`config.mk`:
```
export PLATFORM = sky130hd
export DESIGN_NAME = ram_arbiter_2p
export DESIGN_NICKNAME = d
export VERILOG_FILES = /design/src/rtl/ram_arbiter_2p.sv
export SDC_FILE = /design/constraint.sdc
export NUM_CORES = 1
export LEC_CHECK = 0
export CELL_PAD_IN_SITES_DETAIL_PLACEMENT = 1
export CELL_PAD_IN_SITES_GLOBAL_PLACEMENT = 2
export CORE_MARGIN = 5
export CORE_UTILIZATION = 10
export CTS_BUF_LIST = sky130_fd_sc_hd__clkbuf_4 sky130_fd_sc_hd__clkbuf_8
export CTS_CLUSTER_DIAMETER = 150
export DETAILED_ROUTE_END_ITERATION = 10
export GPL_ROUTABILITY_DRIVEN = 0
export MAX_ROUTING_LAYER = met4
export PLACE_DENSITY_LB_ADDON = 0.1
export SYNTH_ARGS = -nofsm -noshare
export SYNTH_HDL_FRONTEND = slang
export SYNTH_SLANG_ARGS = --single-unit
```
`constraint.sdc`:
```
create_clock -name CLK -period 2.2 [get_ports CLK]
set_clock_uncertainty 0.1 [all_clocks]
set_input_delay 0.44 -clock CLK [delete_from_list [all_inputs] [get_ports CLK]]
set_output_delay 0.44 -clock CLK [all_outputs]
set_load 0.005 [all_outputs]
```
`src/rtl/ram_arbiter_2p.sv`:
```
// Two-port arbiter in front of a single-port byte-writable SRAM: round-robin with burst cap (or fixed priority),
// combinational grant, read data routed back to the granted port one cycle later.
module ram_arbiter_2p #(
    parameter int AW        = 12,
    parameter int DW        = 32,
    parameter int BURST     = 2,
    parameter int FIXED_PRI = 0
) (
    input  logic            CLK,
    input  logic            RST,
    input  logic            p0_req,
    input  logic [DW/8-1:0] p0_we,
    input  logic [AW-1:0]   p0_addr,
    input  logic [DW-1:0]   p0_wdata,
    output logic            p0_gnt,
    output logic            p0_rvalid,
    output logic [DW-1:0]   p0_rdata,
    input  logic            p1_req,
    input  logic [DW/8-1:0] p1_we,
    input  logic [AW-1:0]   p1_addr,
    input  logic [DW-1:0]   p1_wdata,
    output logic            p1_gnt,
    output logic            p1_rvalid,
    output logic [DW-1:0]   p1_rdata,
    output logic            ram_en,
    output logic [DW/8-1:0] ram_we,
    output logic [AW-1:0]   ram_a,
    output logic [DW-1:0]   ram_di,
    input  logic [DW-1:0]   ram_do
);

    localparam int            CW   = $clog2(BURST + 1);
    localparam logic [CW-1:0] BMAX = CW'(BURST);

    logic          owner_q, owner_d;
    logic [CW-1:0] bcnt_q, bcnt_d;
    logic          rd_own_q, rd_own_d;
    logic          p0_rvalid_q, p0_rvalid_d;
    logic          p1_rvalid_q, p1_rvalid_d;

    logic          win;
    logic          gnt;
    logic          wr;

    always_comb begin
        win = p1_req;
        if (p0_req && p1_req) begin
            if (FIXED_PRI != 0) begin
                win = 1'b0;
            // bcnt==0 means no burst in progress, so contention goes to the port that did not win last
            end else if (bcnt_q != '0 && bcnt_q < BMAX) begin
                win = owner_q;
            end else begin
                win = ~owner_q;
            end
        end
        gnt = (p0_req | p1_req) & ~RST;
        wr  = win ? (|p1_we) : (|p0_we);

        owner_d  = owner_q;
        bcnt_d   = '0;
        rd_own_d = rd_own_q;
        if (gnt) begin
            owner_d  = win;
            rd_own_d = win;
            if (win == owner_q) begin
                bcnt_d = (bcnt_q == BMAX) ? BMAX : bcnt_q + 1'b1;
            end else begin
                bcnt_d = CW'(1);
            end
        end
        p0_rvalid_d = gnt & ~win & ~wr;
        p1_rvalid_d = gnt &  win & ~wr;
    end

    always_ff @(posedge CLK or posedge RST) begin
        if (RST) begin
            owner_q     <= 1'b1;
            bcnt_q      <= '0;
            rd_own_q    <= 1'b0;
            p0_rvalid_q <= 1'b0;
            p1_rvalid_q <= 1'b0;
        end else begin
            owner_q     <= owner_d;
            bcnt_q      <= bcnt_d;
            rd_own_q    <= rd_own_d;
            p0_rvalid_q <= p0_rvalid_d;
            p1_rvalid_q <= p1_rvalid_d;
        end
    end

    always_comb begin
        p0_gnt    = gnt & ~win;
        p1_gnt    = gnt &  win;
        ram_en    = gnt;
        ram_we    = gnt ? (win ? p1_we    : p0_we)    : '0;
        ram_a     = gnt ? (win ? p1_addr  : p0_addr)  : '0;
        ram_di    = gnt ? (win ? p1_wdata : p0_wdata) : '0;
        p0_rvalid = p0_rvalid_q;
        p1_rvalid = p1_rvalid_q;
        p0_rdata  = (p0_rvalid_q && !rd_own_q) ? ram_do : '0;
        p1_rdata  = (p1_rvalid_q &&  rd_own_q) ? ram_do : '0;
    end

endmodule

```
Word level (Yosys, flattened, before mapping) --
Index checks and enable logic that the tools add are counted.
Operators by class: reduce and logical (&&, ||, !) cells 8, equal/unequal tests 2, bitwise operators 10, magnitude comparators 1, add/sub/neg operators 1, muxes and demuxes 14
Operators with widths (number):
- two-way mux 32 bit | 4
- two-way mux 12 bit | 2
- two-way mux 4 bit | 2
- OR reduction 4 bit | 2
- two-way mux 2 bit | 3
- bitwise AND 1 bit | 5
- logical AND 1 bit | 4
- inverter 1 bit | 4
- two-way mux 1 bit | 3
- adder 2 x 1 -> 2 bit, second input constant | 1
- equality test 2 bit, second input constant | 1
- < comparator 2 bit, second input constant | 1
- nonzero test 2 bit | 1
- equality test 1 bit | 1
- logical NOT 1 bit | 1
- bitwise OR 1 bit | 1
Storage, ports and cells: logic and storage cells 41, output and inout port bits 117, register bits after elaboration 6

Depth between registers and ports, before layout --
Gate-level depths: netlist of run 1.
word-level depth 7, gate-level depth with buffers 7, mapped depth without buffers 5

Least setup slack after synthesis of run 1 --
No wires, ideal clock.
kind flip-flop to output port, start point register bcnt_q[0], end point output port ram_a[10], cell stages (with the launch flop) 6, buffers on the path 1, data arrival time 1.527 ns, slack 0.133 ns, required time 1.660 ns, cells stage by stage dfrtp_1 -> ha_1 -> xor2_2 -> a21oi_2 -> clkbuf_1 -> a22o_1
Between the ends: word-level cells in the longest chain between the ends 6
RTL lines:
- start, declared | RTL line 36 | logic [CW-1:0] bcnt_q, bcnt_d;
- start signal, assigned | RTL line 85 | bcnt_q <= bcnt_d;
- < comparator 2 bit / nonzero test 2 bit (equally long branches) | RTL line 51 | end else if (bcnt_q != '0 && bcnt_q < BMAX) begin
- logical AND 1 bit (*) | RTL line 51
- two-way mux 1 bit (*) | RTL line 51
- two-way mux 1 bit (*) | RTL line 47 | if (p0_req && p1_req) begin
- two-way mux 12 bit (*) (2 in series) | RTL line 97 | ram_a = gnt ? (win ? p1_addr : p0_addr) : '0;
- end, declared | RTL line 27 | output logic [AW-1:0] ram_a,
Every way passes the cells marked *; elsewhere a longest branch is shown, timed or not.

Worst setup path in the final report of run 1 --
start point register owner_q, end point output port p0_gnt
Between the ends: word-level cells in the longest chain between the ends 5
RTL lines:
- start, declared | RTL line 35 | logic owner_q, owner_d;
- start signal, assigned | RTL line 84 | owner_q <= owner_d;
- inverter 1 bit | RTL line 54 | win = ~owner_q;
- two-way mux 1 bit (*) | RTL line 51
- two-way mux 1 bit (*) | RTL line 47
- inverter 1 bit (*) | RTL line 93 | p0_gnt = gnt & ~win;
- bitwise AND 1 bit (*) | RTL line 93
- end, declared | RTL line 15 | output logic p0_gnt,
Marked as above.

==> impl_metrics.ini, run 1 <==
[status]
status = finished, violations left
violations = setup timing

[clock_network]
path_clk_slew_ps = 40
cts_tree = done
cts_num_sinks = 6
clk_path_buf_depth = 2
htreeDepth = 1
cts_buffers = 3
cts.root.buffer_cell = clkbuf_8
clock_latency_ps = 220

[yosys]
yosysSeqAreaShare = 0.111
synthTopCellsByArea = a22o_1, and2_1, and3_1
netlist_instances = 183
syn_nets = 317
async_flop_share = 1.00
synth_area_um2 = 1360
yosysTopAreaCellShare = 0.290
synth.distinct_cells = 27
ys_ff_latch = 6
synth_edf_count = 0
avgSynthCellArea_um2 = 7.43
ys.flop_type = dfrtp_1
synth_warnings = 0
synth_top_cell_by_area = a22o_1

[global_route]
grt_overflow = 0
grt_pass1_vias = 2893
grt_max_degree = 34
grt_pass1_wl_mm = 17.1
grt_util_all_layers = 0.139
antenna_found_initial = 0

[power]
powerDensity_nw_per_um2 = 255
ir_drop_mv = 0.196
leakagePower_nw = 2.68

[drt]
dr.pass1.iters = 4
num_vias = 2576
wire_per_inst_um = 18.5
ant_nets = 0
wl_mm = 11.8
routed_via_density = 4.02
drc_errors = 0
drt_iter0_markers = 76

[job]
max-cap-violations = 0

[setup_path]
max_stage_delay_ps = 650
critical_path_class = register to primary output
crit_chain = xnor2_4, a21oi_4, buf_6, bufbuf_16, buf_4, clkdlybuf4s15_2
cp_max_fo = 4
slowest_stage = dfstp_2
cp.required_ps = 1660
worstPathArrival_ps = 1870
critPathCaptureType = primary output
cp-start-kind = register

[die]
start_util = 0.102
rows = 42
io_pins = 249
die-area_um2 = 16000
fp.coreArea_um2 = 13300
dieWidth_um = 127
die-height_um = 127

[placement]
io_buffers = 248
post-place-ws_ps = -550
dpl-instance-area_um2 = 4180
place_hpwl_mm = 9.23

[timing]
final-setup-viol-count = 49
rsz0062_at_grt = yes
fmax_mhz = 414
slew_viol_final = 0
min_period_over_period = 1.10
holdWs_ps = 543
slew_headroom = 0.789
hold_violations = 0
tightest_slew_ps = 314
fin_crit_ps = 2410
fin_ws_ps = -214

[cells_and_area]
fin_area_um2 = 4560
multiInputGateArea_um2 = 1160
final_common_cell = clkdlybuf4s50_1
diodes = 0
layout_common_cells = clkdlybuf4s50_1, buf_2, a22o_1
fin_nets = 600
areaGrowthSynthToFinish_pct = 235
drive_above_1_share = 0.260
final-seq-area_um2 = 151
n_fill_cell = 1544

[worst_hold_path]
hp-class = register to register
per-stage QoR:
step,power [W],cells,TNS (ps),util
after floorplan,0.000358,183,0,-
after global placement,0.000894,611,-23950,0.315
after detailed placement,0.000894,611,-24000,0.315
after CTS,0.00117,634,-6920,0.331
after global routing,0.00124,641,-9130,0.343
final,0.00116,641,-6440,0.343
power breakdown:
part	switching [W]	total (W)	internal, W	leakage, nW
Combinational	0.000303	0.000837	0.000535	2.58
Sequential	0.0000172	0.000140	0.000123	0.0768
Clock	0.0000493	0.000186	0.000137	0.0262
Total	0.000369	0.00116	0.000795	2.68
flip-flops by register name (all words and copies together) (netlist names):
signal,flops
rd_own_q,1
p0_rvalid,1
bcnt_q,2
p1_rvalid,1
owner_q,1
Yosys cell counts, types with 2 or more instances:
master	instances
nand2_1	7
inv_1	6
a21oi_1	7
buf_2	2
nor4_1	2
a22o_1	45
ha_1	2
buf_6	5
clkbuf_1	13
and3_1	32
o21a_1	4
a21o_1	2
a21oi_2	2
dfrtp_1	5
and2_1	34
o21ai_0	3
nand2b_1	2
final cells by class:
type / count / share of cell area
timing repair buffer: 300 / 0.648
tap: 176 / 0.0483
multi-input combinational: 149 / 0.255
clock buffer: 4 / 0.0107
inverter: 6 / 0.00494
sequential: 6 / 0.0332
per-layer routing:
| metal | vias up | GRT usage | wire length (um) | part of all wire |
|---|---|---|---|---|
| li1 | 1243 | - | - | - |
| met1 | 1176 | 0.150 | 4570 | 0.39 |
| met2 | 147 | 0.264 | 6290 | 0.53 |
| met3 | 10 | 0.0265 | 843 | 0.071 |
| met4 | 0 | 0.0297 | 148 | 0.012 |
| met5 | - | - | 0 | 0 |
logic make-up after synthesis:
logic type	Yosys count	synth area share
AO/OA/AOI/OAI	64	0.377
XOR/XNOR	2	0.0239
adder cells (fa/ha/maj)	2	0.0184
buffers and inverters	28	0.110
flip-flops	6	0.111
AND/OR/NAND/NOR	81	0.359
path summary, 6_finish.rpt:
| path | end | slack (ps) | cells past startpoint | start |
|---|---|---|---|---|
| min reg2reg | bcnt_q[1]$_DFF_PP0_ | 540 | 2 | owner_q$_DFFE_PP1P_ |
| max reg2reg | p0_rvalid$_DFF_PP0_ | 540 | 6 | owner_q$_DFFE_PP1P_ |
| max | p0_gnt | -210 | 6 | owner_q$_DFFE_PP1P_ |
| min in group asynchronous | bcnt_q[1]$_DFF_PP0_ | 550 | 4 | RST |
| min | bcnt_q[1]$_DFF_PP0_ | 540 | 2 | owner_q$_DFFE_PP1P_ |
| max in group asynchronous | owner_q$_DFFE_PP1P_ | 1240 | 4 | RST |
critical path, delay by kind of cell, from the launching register on:
family          cells  cell delay [ps]
buf+inv             4              680
flops               1              650
compound gates      1              190
xor+xnor            1              120
what timing repair did:
action,CTS,global route
hold buffers,0,0
gates resized for setup,236,52
pin swaps,27,19
setup endpoints to repair,60,78
gates cloned,6,2
buffers inserted,14,11
(Power assumes the default switching activity.)
==> inputs of run 2 (changes only) <==
Settings changed: SLEW_MARGIN from default to 20.
==> results of run 2 <==
The final DEF is identical to that of run 1; final timing and power are the same.
==> inputs of run 3 (changes only) <==
Settings changed: CORE_ASPECT_RATIO from default to 1.75, MAX_ROUTING_LAYER met4 to default.
==> run 3 against run 2 <==
The run still ends with setup timing left. Non-clock buffer count up 18. Clock power about the same. Register-to-register slack worse by 490 ps.
==> impl_metrics.ini, run 3 (synthesis results as in run 1) <==
[setup_path]
cp_max_fo = 8
critPathCaptureType = primary output
crit_chain = inv_2, ha_4, xor2_4, a21oi_4, buf_6, buf_12, buf_16, buf_6, a22o_1, buf_2
regToRegSetupSlack_ps = 50
cp.depth = 10
cp.required_ps = 1660
cp-start-kind = register
critical_path_class = register to primary output
max_stage_delay_ps = 360
worstPathArrival_ps = 1950
crit_end = ram_a[2]
r2r-end = rd_own_q$_DFFE_PP0P_
r2r_cells = 12
crit_start = bcnt_q[1]$_DFF_PP0_
timing.rr.start = bcnt_q[1]$_DFF_PP0_
crit_top_cell = buf_6
crit_family = buffers and inverters
critPathBufInv = 6
slowest_stage = dfrtp_1

[timing]
fmax_mhz = 402
min_period_over_period = 1.13
final-setup-viol-count = 50
rsz0062_at_grt = yes
slew_headroom = 0.813
tightest_slew_ps = 277
fin_ws_ps = -289
fin_setup_tns_ps = -10700
fin_crit_ps = 2490
hold_violations = 0
slew_viol_final = 0

[drt]
ant_nets = 0
drt_iter0_markers = 33
num_vias = 2685
wl_mm = 12.1
routed_via_density = 4.09
dr.pass1.iters = 4
drc_errors = 0
wire_per_inst_um = 18.5

[die]
fp.coreArea_um2 = 13400
io_pins = 249
dieWidth_um = 98.2
rows = 56
die-height_um = 164
start_util = 0.102
die-area_um2 = 16100

[power]
finalPower_w = 0.00125
combPwrFrac = 0.741
switching_share = 0.309
p_int_w = 0.000863
switchingPower_w = 0.000385
clkPwrFrac = 0.148
powerDensity_nw_per_um2 = 260
leakagePower_nw = 2.76
pwr-share-seq = 0.111
ir_drop_mv = 0.141

[cells_and_area]
areaGrowthSynthToFinish_pct = 253
fin_area_um2 = 4800
top_register = bcnt_q
fin_cells = 657
largest_reg_flops = 2
final_common_cell = clkdlybuf4s50_1
fin_nets = 618
post-route-util = 0.358
drive_above_1_share = 0.286
layout_common_cells = clkdlybuf4s50_1, buf_2, a22o_1
diodes = 0

[global_route]
grt_overflow = 0
grt_pass1_wl_mm = 16.8
antenna_found_initial = 0
grt_pass1_vias = 3005
grt_max_degree = 34
grt_util_all_layers = 0.133

[placement]
placed_cells = 607
io_buffers = 248
place_hpwl_mm = 8.96
dpl-instance-area_um2 = 4180

[clock_network]
cts.root.buffer_cell = clkbuf_8
clock_latency_ps = 220
cts_tree = done
path_clk_slew_ps = 40
htreeDepth = 1
cts_num_sinks = 6
clk_path_buf_depth = 2
cts_buffers = 3

[job]
max-cap-violations = 0

[worst_hold_path]
hp-class = primary input to async pin

[status]
violations = setup timing
status = finished, violations left
## run 3: layout make-up
class / count / area, um2
Clock buffer: 4 / 48.8
Fill cell: 1567 / 8590
Sequential cell: 6 / 151
Tap cell: 174 / 218
Multi-Input combinational cell: 149 / 1150
Inverter: 6 / 22.5
Timing Repair Buffer: 318 / 3210
## run 3: per-stage QoR
| step | hold slack (ps) | setup WS [ps] |
|---|---|---|
| global route | 475 | -359 |
| finish | 434 | -289 |
| global placement | 455 | -637 |
| CTS | 445 | -312 |
| floorplan | 167 | 133 |
| detailed placement | 457 | -608 |
## run 3: worst min-delay path by stage
stage | depth (start not counted) | startpoint | endpoint
2_1_floorplan | 1 | RST | bcnt_q[0]$_DFF_PP0_
3_3_place_gp | 1 | owner_q$_DFFE_PP1P_ | owner_q$_DFFE_PP1P_
3_5_place_dp | 1 | owner_q$_DFFE_PP1P_ | owner_q$_DFFE_PP1P_
4_1_cts | 4 | RST | rd_own_q$_DFFE_PP0P_
5_1_grt | 4 | RST | rd_own_q$_DFFE_PP0P_
6_report | 4 | RST | rd_own_q$_DFFE_PP0P_
## run 3: tightest hold or removal path: stages
cell	delay (ps)
dlygate4sd2_1	280
buf_4	150
inv_1	50
buf_4	180
## run 3: routing by layer
metal,GRT usage,vias up,wire (um)
met2,0.285,182,7030
met1,0.113,1214,3760
li1,-,1281,-
met3,0.0484,8,1210
met4,0.0242,0,141
met5,0,-,0
## run 3: power by group through the flow
| stage | combinational [W] | sequential, W | clock, W |
|---|---|---|---|
| 2_1_floorplan | 0.000230 | 0.000129 | 0 |
| 3_3_place_gp | 0.000753 | 0.000133 | 0 |
| 3_5_place_dp | 0.000752 | 0.000133 | 0 |
| 4_1_cts | 0.000906 | 0.000136 | 0.000190 |
| 5_1_grt | 0.000993 | 0.000141 | 0.000199 |
| 6_report | 0.000925 | 0.000139 | 0.000185 |
## run 3: timing repair
item,in CTS,in global routing
setup buffers,36,7
hold buffers,0,0
pin swaps,25,24
gates resized for setup,242,54
gates cloned,7,3
endpoints found under the setup margin,66,92
